### config.mk
export PLATFORM = sky130hd
export DESIGN_NAME = uart_tx_frame
export DESIGN_NICKNAME = d
export VERILOG_FILES = /design/src/rtl/uart_tx_frame.sv
export SDC_FILE = /design/constraint.sdc
export NUM_CORES = 1
export LEC_CHECK = 0
export ABC_AREA = 1
export CAP_MARGIN = 25
export CORE_ASPECT_RATIO = 1.1
export CORE_MARGIN = 4
export CORE_UTILIZATION = 47
export CTS_CLUSTER_SIZE = 25
export DETAILED_ROUTE_END_ITERATION = 10
export HOLD_SLACK_MARGIN = 0.15
export PLACE_DENSITY = 0.77
export RECOVER_POWER = 50
export SLEW_MARGIN = 20
export SYNTH_ARGS = -nofsm -noshare
export SYNTH_HDL_FRONTEND = slang
export SYNTH_SLANG_ARGS = --single-unit
### constraint.sdc
create_clock -name CLK -period 1.44 [get_ports CLK]
set_input_delay 0.288 -clock CLK [delete_from_list [all_inputs] [get_ports CLK]]
set_output_delay 0.288 -clock CLK [all_outputs]
set_load 0.02 [all_outputs]
### src/rtl/uart_tx_frame.sv
// uart_tx_frame: UART transmit framer. It sends one parallel word per frame on
// TX_OUT, one bit per CLK cycle. Each frame is a start bit (0), DATA_WD data
// bits sent LSB first, an optional parity bit, and one stop bit (1).
//
// Ports
//   CLK         TX bit-rate clock
//   RST         synchronous, active-high reset
//   P_DATA      word to send; sampled only on accept
//   DATA_VALID  send request; honoured only while BUSY=0
//   PAR_EN      1 = append a parity bit; sampled only on accept
//   PAR_TYP     0 = even parity, 1 = odd parity; sampled only on accept
//   TX_OUT      registered serial line; idles high
//   BUSY        registered; high from the start bit through the stop bit
module uart_tx_frame #(
  parameter int DATA_WD = 8
) (
  input  logic               CLK,
  input  logic               RST,
  input  logic [DATA_WD-1:0] P_DATA,
  input  logic               DATA_VALID,
  input  logic               PAR_EN,
  input  logic               PAR_TYP,
  output logic               TX_OUT,
  output logic               BUSY
);

  localparam int CNT_W = $clog2(DATA_WD);
  localparam logic [CNT_W-1:0] CNT_LAST = CNT_W'(DATA_WD - 1);

  typedef enum logic [2:0] {
    ST_IDLE   = 3'd0,
    ST_START  = 3'd1,
    ST_DATA   = 3'd2,
    ST_PARITY = 3'd3,
    ST_STOP   = 3'd4
  } state_t;

  // Same convention as the RX checker: even -> XOR of the data, odd -> XNOR.
  function automatic logic parity_calc(input logic [DATA_WD-1:0] word, input logic odd);
    return odd ? ~^word : ^word;
  endfunction

  state_t               state_r, state_s;
  logic [CNT_W-1:0]     cnt_r, cnt_s;
  logic [DATA_WD-1:0]   data_r, data_s;
  logic                 par_en_r, par_en_s;
  logic                 par_bit_r, par_bit_s;
  logic                 tx_r, tx_s;
  logic                 busy_r, busy_s;

  // Next-state logic. The line value for the next cycle is computed here and
  // registered, so TX_OUT and BUSY come straight from flops. data_r shifts
  // right once per data bit, so bit 0 always holds the next bit to send.
  always_comb begin
    state_s   = state_r;
    cnt_s     = cnt_r;
    data_s    = data_r;
    par_en_s  = par_en_r;
    par_bit_s = par_bit_r;
    tx_s      = 1'b1;
    busy_s    = 1'b0;
    case (state_r)
      ST_IDLE: begin
        if (DATA_VALID) begin
          data_s    = P_DATA;
          par_en_s  = PAR_EN;
          par_bit_s = parity_calc(P_DATA, PAR_TYP);
          state_s   = ST_START;
          cnt_s     = {CNT_W{1'b0}};
          tx_s      = 1'b0;
          busy_s    = 1'b1;
        end else begin
          tx_s   = 1'b1;
          busy_s = 1'b0;
        end
      end
      ST_START: begin
        state_s = ST_DATA;
        cnt_s   = {CNT_W{1'b0}};
        tx_s    = data_r[0];
        data_s  = {1'b0, data_r[DATA_WD-1:1]};
        busy_s  = 1'b1;
      end
      ST_DATA: begin
        busy_s = 1'b1;
        if (cnt_r == CNT_LAST) begin
          cnt_s = {CNT_W{1'b0}};
          if (par_en_r) begin
            state_s = ST_PARITY;
            tx_s    = par_bit_r;
          end else begin
            state_s = ST_STOP;
            tx_s    = 1'b1;
          end
        end else begin
          cnt_s  = cnt_r + CNT_W'(1);
          tx_s   = data_r[0];
          data_s = {1'b0, data_r[DATA_WD-1:1]};
        end
      end
      ST_PARITY: begin
        state_s = ST_STOP;
        tx_s    = 1'b1;
        busy_s  = 1'b1;
      end
      ST_STOP: begin
        // No accept here: the following idle cycle is the minimum gap.
        state_s = ST_IDLE;
        tx_s    = 1'b1;
        busy_s  = 1'b0;
      end
      default: begin
        state_s = ST_IDLE;
        cnt_s   = {CNT_W{1'b0}};
        tx_s    = 1'b1;
        busy_s  = 1'b0;
      end
    endcase
  end

  // State and output registers; reset aborts any frame in progress.
  always_ff @(posedge CLK) begin
    if (RST) begin
      state_r   <= ST_IDLE;
      cnt_r     <= {CNT_W{1'b0}};
      data_r    <= {DATA_WD{1'b0}};
      par_en_r  <= 1'b0;
      par_bit_r <= 1'b0;
      tx_r      <= 1'b1;
      busy_r    <= 1'b0;
    end else begin
      state_r   <= state_s;
      cnt_r     <= cnt_s;
      data_r    <= data_s;
      par_en_r  <= par_en_s;
      par_bit_r <= par_bit_s;
      tx_r      <= tx_s;
      busy_r    <= busy_s;
    end
  end

  assign TX_OUT = tx_r;
  assign BUSY   = busy_r;

endmodule
Yosys cells after proc, flatten, opt, wreduce, memory -nomap -nowiden
Index checks and enable logic that the tools add are counted.

storage, ports and cells
  output and inout port bits = 2
  flip-flop bits (word level) = 18
  word-level logic and storage cells = 44

cells by class
  reductions and logical operators = 10
  bitwise logic cells = 1
  $add $sub $neg = 1
  mux-type cells = 17
  eq/ne operators = 8

operator list
  cell                   count
  $pmux W8 S3            1
  $mux W8                2
  $mux W3                5
  $pmux W3 S4            1
  $pmux W3 S3            1
  $reduce_xnor A8 Y1     1
  $reduce_xor A8 Y1      1
  $eq A3 B2 Y1 const B   2
  $eq A3 B3 Y1 const B   2
  $ne A2 B2 Y1 const B   3
  $reduce_and A2 Y1      3
  $mux W1                5
  $add A3 B1 Y3 const B  1
  $eq A3 B1 Y1 const B   1
  $logic_not A3 Y1       1
  $pmux W1 S3            1
  $reduce_and A3 Y1      1
  $reduce_bool A3 Y1     1
  $reduce_or A3 Y1       1
  $pmux W1 S2            1
  $reduce_or A2 Y1       1
  $not A1 Y1             1

Logic depth before layout (Yosys ltp)
  depth in word-level cells = 4
  gate-level depth with buffers = 10

Least setup slack after synthesis
OpenSTA, ideal clock, no wires.

  path kind = register to register
  start point = register cnt_r[0]
  end point = register data_r[1]
  data arrival time = 1.232 ns
  setup time = 0.116 ns
  required time = 1.324 ns
  clock period less this slack = 1.348 ns
  stages on the path, launching flop included = 9
  path buffers = 0
  path slack = 0.092 ns
  cell sequence = dfxtp_1 ha_1 ha_1 nand2_2 nand2_2 nor2_4 inv_6 nor2_1 nor2_1

on the way
  word-level cells in the longest chain between the ends = 3

RTL lines
  what                         RTL line  source
  from (decl)                  44        logic [CNT_W-1:0] cnt_r, cnt_s;
  from (signal assigned)       125       cnt_r <= {CNT_W{1'b0}};
  from (signal assigned)       133       cnt_r <= cnt_s;
  $eq A3 B3 Y1                 86        if (cnt_r == CNT_LAST) begin
  $ne A2 B2 Y1 (no line)       n/a
  $reduce_and A3 Y1 (no line)  n/a
  to (signal assigned)         126       data_r <= {DATA_WD{1'b0}};
  to (signal assigned)         134       data_r <= data_s;
  to (decl)                    45        logic [DATA_WD-1:0] data_r, data_s;

Every way passes these cells.
A chain may end at the register's enable or synchronous reset.

Worst setup path after layout
Ends and elaborated chain as after synthesis.

==> results.py <==
metrics = {
    "critical_path": {
        "r2r_slack_ns": 0.06,
        "cpMostUsedCell": "ha_4",
        "cp.arrival_ns": 1.59,
        "required_ns": 1.65,
        "r2r_cells": 8,
        "r2r-end": "data_r[1]",
        "critical-path-max-stage-delay_ns": 0.37,
        "path_class": "reg -> reg",
        "end_kind": "flop",
        "cp_slowest_cell": "dfxtp_4",
        "crit_family": "simple AND/OR/NAND/NOR gates",
        "r2r_start": "cnt_r[0]",
        "path_cells": "ha_4 -> ha_4 -> nand2_2 -> nand2_4 -> nor2_4 -> clkinv_4 -> nor2_2 -> nor2_1",
        "startpoint": "cnt_r[0]",
        "start_kind": "flop",
        "worst-path-buf-inv": 1,
        "cp_max_fo": 8,
    },
    "synth": {
        "yosys.area_share.xor_xnor": 0.0175,
        "async_flop_share": 0,
        "syn-num-nets": 163,
        "netlist_area_sq_um": 998,
        "synth_compound_area_frac": 0.137,
        "ys_warn_count": 0,
        "ys_seq_elements": 18,
        "yosys.area_share.simple": 0.363,
        "synth-seq-area-share": 0.361,
        "synth-edff-count": 0,
        "synthFlopType": "dfxtp_1",
        "synth_fa_ha_area_frac": 0.0251,
        "yosysUniqueCellTypes": 26,
        "synthMuxAreaShare": 0,
        "netlist_instances": 148,
        "synth_top_family_by_area": "simple AND/OR/NAND/NOR gates",
        "postSynthAreaPerCell_sq_um": 6.75,
    },
    "worst_hold_path": {
        "hold_depth": 2,
        "hp-class": "reg -> reg",
        "holdPathEnd": "data_r[7]",
        "min-delay-start": "data_r[7]",
    },
    "floorplan": {
        "fp.dieH_microns": 56.3,
        "fp.dieW_microns": 51.9,
        "io_pins": 15,
        "core_area_sq_um": 2020,
        "rows": 17,
        "die-area_sq_um": 2930,
        "start_util": 0.494,
    },
    "grt": {
        "grt.total_usage": 0.159,
        "first_global_vias": 860,
        "grt_pass1_wl_microns": 3530,
        "grt_overflow": 0,
        "grt_antenna_before_repair": 0,
        "grt_max_degree": 11,
    },
    "power_and_ir_drop": {
        "power.leakage_uw": 0.000621,
        "powerDensity_nw_per_um2": 1770,
        "vdd_drop_max_mv": 0.852,
        "fin_total_pwr_uw": 2380,
    },
    "placement": {
        "place_ws_ns": -0.168,
        "hpwl_microns": 1570,
        "io_buffers": 14,
        "gp_congestion": 0.939,
    },
    "final_layout": {
        "utilization": 0.667,
        "n_fill_cell": 185,
        "syn_to_final_growth_pct": 35.1,
        "drive_above_1_share": 0.251,
        "diodes": 0,
        "seqCellArea_sq_um": 370,
        "multi_input_area_sq_um": 609,
        "finalNetCount": 191,
    },
    "sta": {
        "final-hold-violation-count": 0,
        "tns_ns": 0,
        "max_freq_mhz": 726,
        "slew_viol_final": 0,
        "min_period_ns": 1.38,
        "fin_ws_ns": 0.0621,
        "setup_viol": 0,
        "tightest_slew_ns": 0.303,
        "clock_skew_ns": 0.00224,
        "maxSlewHeadroom": 0.797,
        "fin_crit_sh": 0.957,
    },
    "outcome": {
        "status": "complete, no violations",
    },
    "clocking": {
        "htree_num_levels": 1,
        "clk_pin_slew_ns": 0.11,
        "cts.path.max_buffers": 2,
        "numCtsBuffers": 3,
        "clock_latency_ns": 0.31,
        "cts_tree": "built",
        "clockRootBuffer": "clkbuf_4",
        "clock-sinks": 18,
    },
    "route": {
        "drt_iter0_drc": 16,
        "viasPerCell": 4.78,
        "vias": 971,
        "wirelength_microns": 2130,
        "dr.pass1.iters": 4,
        "antenna_left": 0,
        "wl_per_cell_microns": 10.5,
        "route.detailed.drc": 0,
    },
    "run": {
        "maxCapViolations": 0,
    },
}
-- layout by cell type (no fill, tap or decap), types with 2 or more instances in the layout --
cell type / count
a21oi_1: 4
buf_4: 9
clkbuf_4: 3
clkdlybuf4s50_1: 11
clkinv_4: 2
dfxtp_1: 14
dfxtp_2: 2
dfxtp_4: 2
dlygate4sd2_1: 2
ha_4: 2
inv_1: 18
inv_2: 2
nand2_1: 37
nand2_2: 3
nand3_1: 6
nor2_1: 15
nor2_2: 8
nor2_4: 3
nor3_1: 2
nor3_2: 2
o211ai_1: 2
o21ai_0: 9
o21ai_1: 3
o22ai_1: 2
xnor2_1: 2
-- worst max path at each step --
stage	endpoint	slack, ns	cells past startpoint
floorplan	data_r[1]	0.09	8
global placement	data_r[1]	-0.14	8
detailed placement	data_r[7]	-0.17	7
CTS	data_r[7]	0.02	7
global route	data_r[6]	-0.005	8
finish	data_r[1]	0.06	8
-- metrics by stage --
step                hold slack [ns]  instances  cell area, sq um
finish                        0.507        203              1350
global route                  0.527        203              1350
CTS                           0.482        200              1260
detailed placement            0.466        195              1210
global placement              0.454        195              1210
floorplan                     0.444        148               998
-- flip-flops by register name (all words and copies together), names as in the netlist --
register   flops
par_en_r       1
TX_OUT         1
BUSY           1
state_r        3
par_bit_r      1
data_r         8
cnt_r          3
-- synth_stat cells, types with 2 or more instances --
cell type	number	area, sq um
inv_1	18	67.6
o211ai_1	2	15.0
inv_2	2	7.51
nand3_1	7	35.0
o21ai_0	10	50.1
nand2_2	4	25.0
o22ai_1	2	12.5
nor2_1	22	82.6
nor3_2	2	20.0
xnor2_1	2	17.5
nor2_4	2	22.5
dfxtp_1	18	360
ha_1	2	25.0
nor3_1	2	10.0
nand2_1	37	139
o21ai_1	3	15.0
a21oi_1	4	20.0
-- routing by layer --
layer | track usage | vias up | share of wire
met2 | 0.251 | 19 | 0.47
li1 | - | 529 | -
met1 | 0.193 | 418 | 0.46
met5 | 0 | - | 0
met4 | 0.109 | 0 | 0.039
met3 | 0.0212 | 5 | 0.035
-- tightest hold or removal path: cells and delay by family (launching register included) --
kind,cells,cell delay (ns)
AOI/OAI and AO/OA,1,0.05
DFF,1,0.34
and+or+nand+nor,1,0.07
-- where the power goes --
part           switching [uW]  total, uW  internal (uW)
sequential                125        821            696
clock                     170        325            155
combinational             764       1240            473
-- area by class of cell --
type,count,area share
Clock buffer,4,0.0269
Inverter,22,0.0686
Tap cell,28,0.0260
Multi-Input combinational cell,108,0.452
Timing Repair Buffer,23,0.152
Sequential cell,18,0.275
-- repair_timing --
item | in CTS | in global routing
setup endpoints to repair | 7 | 8
gates resized for setup | 4 | 21
hold buffers | 0 | 0
gates cloned | 1 | 0
pin swaps | 1 | 11
buffers inserted | 0 | 3
-- cells by family (layout without fill, tap and decap cells) --
family                   Yosys count  after routing
XOR/XNOR                           2              2
flip-flops                        18             18
adder cells (fa/ha/maj)            2              2
AND/OR/NAND/NOR                   79             80
buffers and inverters             23             49
AO/OA/AOI/OAI                     24             24
No activity file was read; power rests on OpenSTA's default activity.
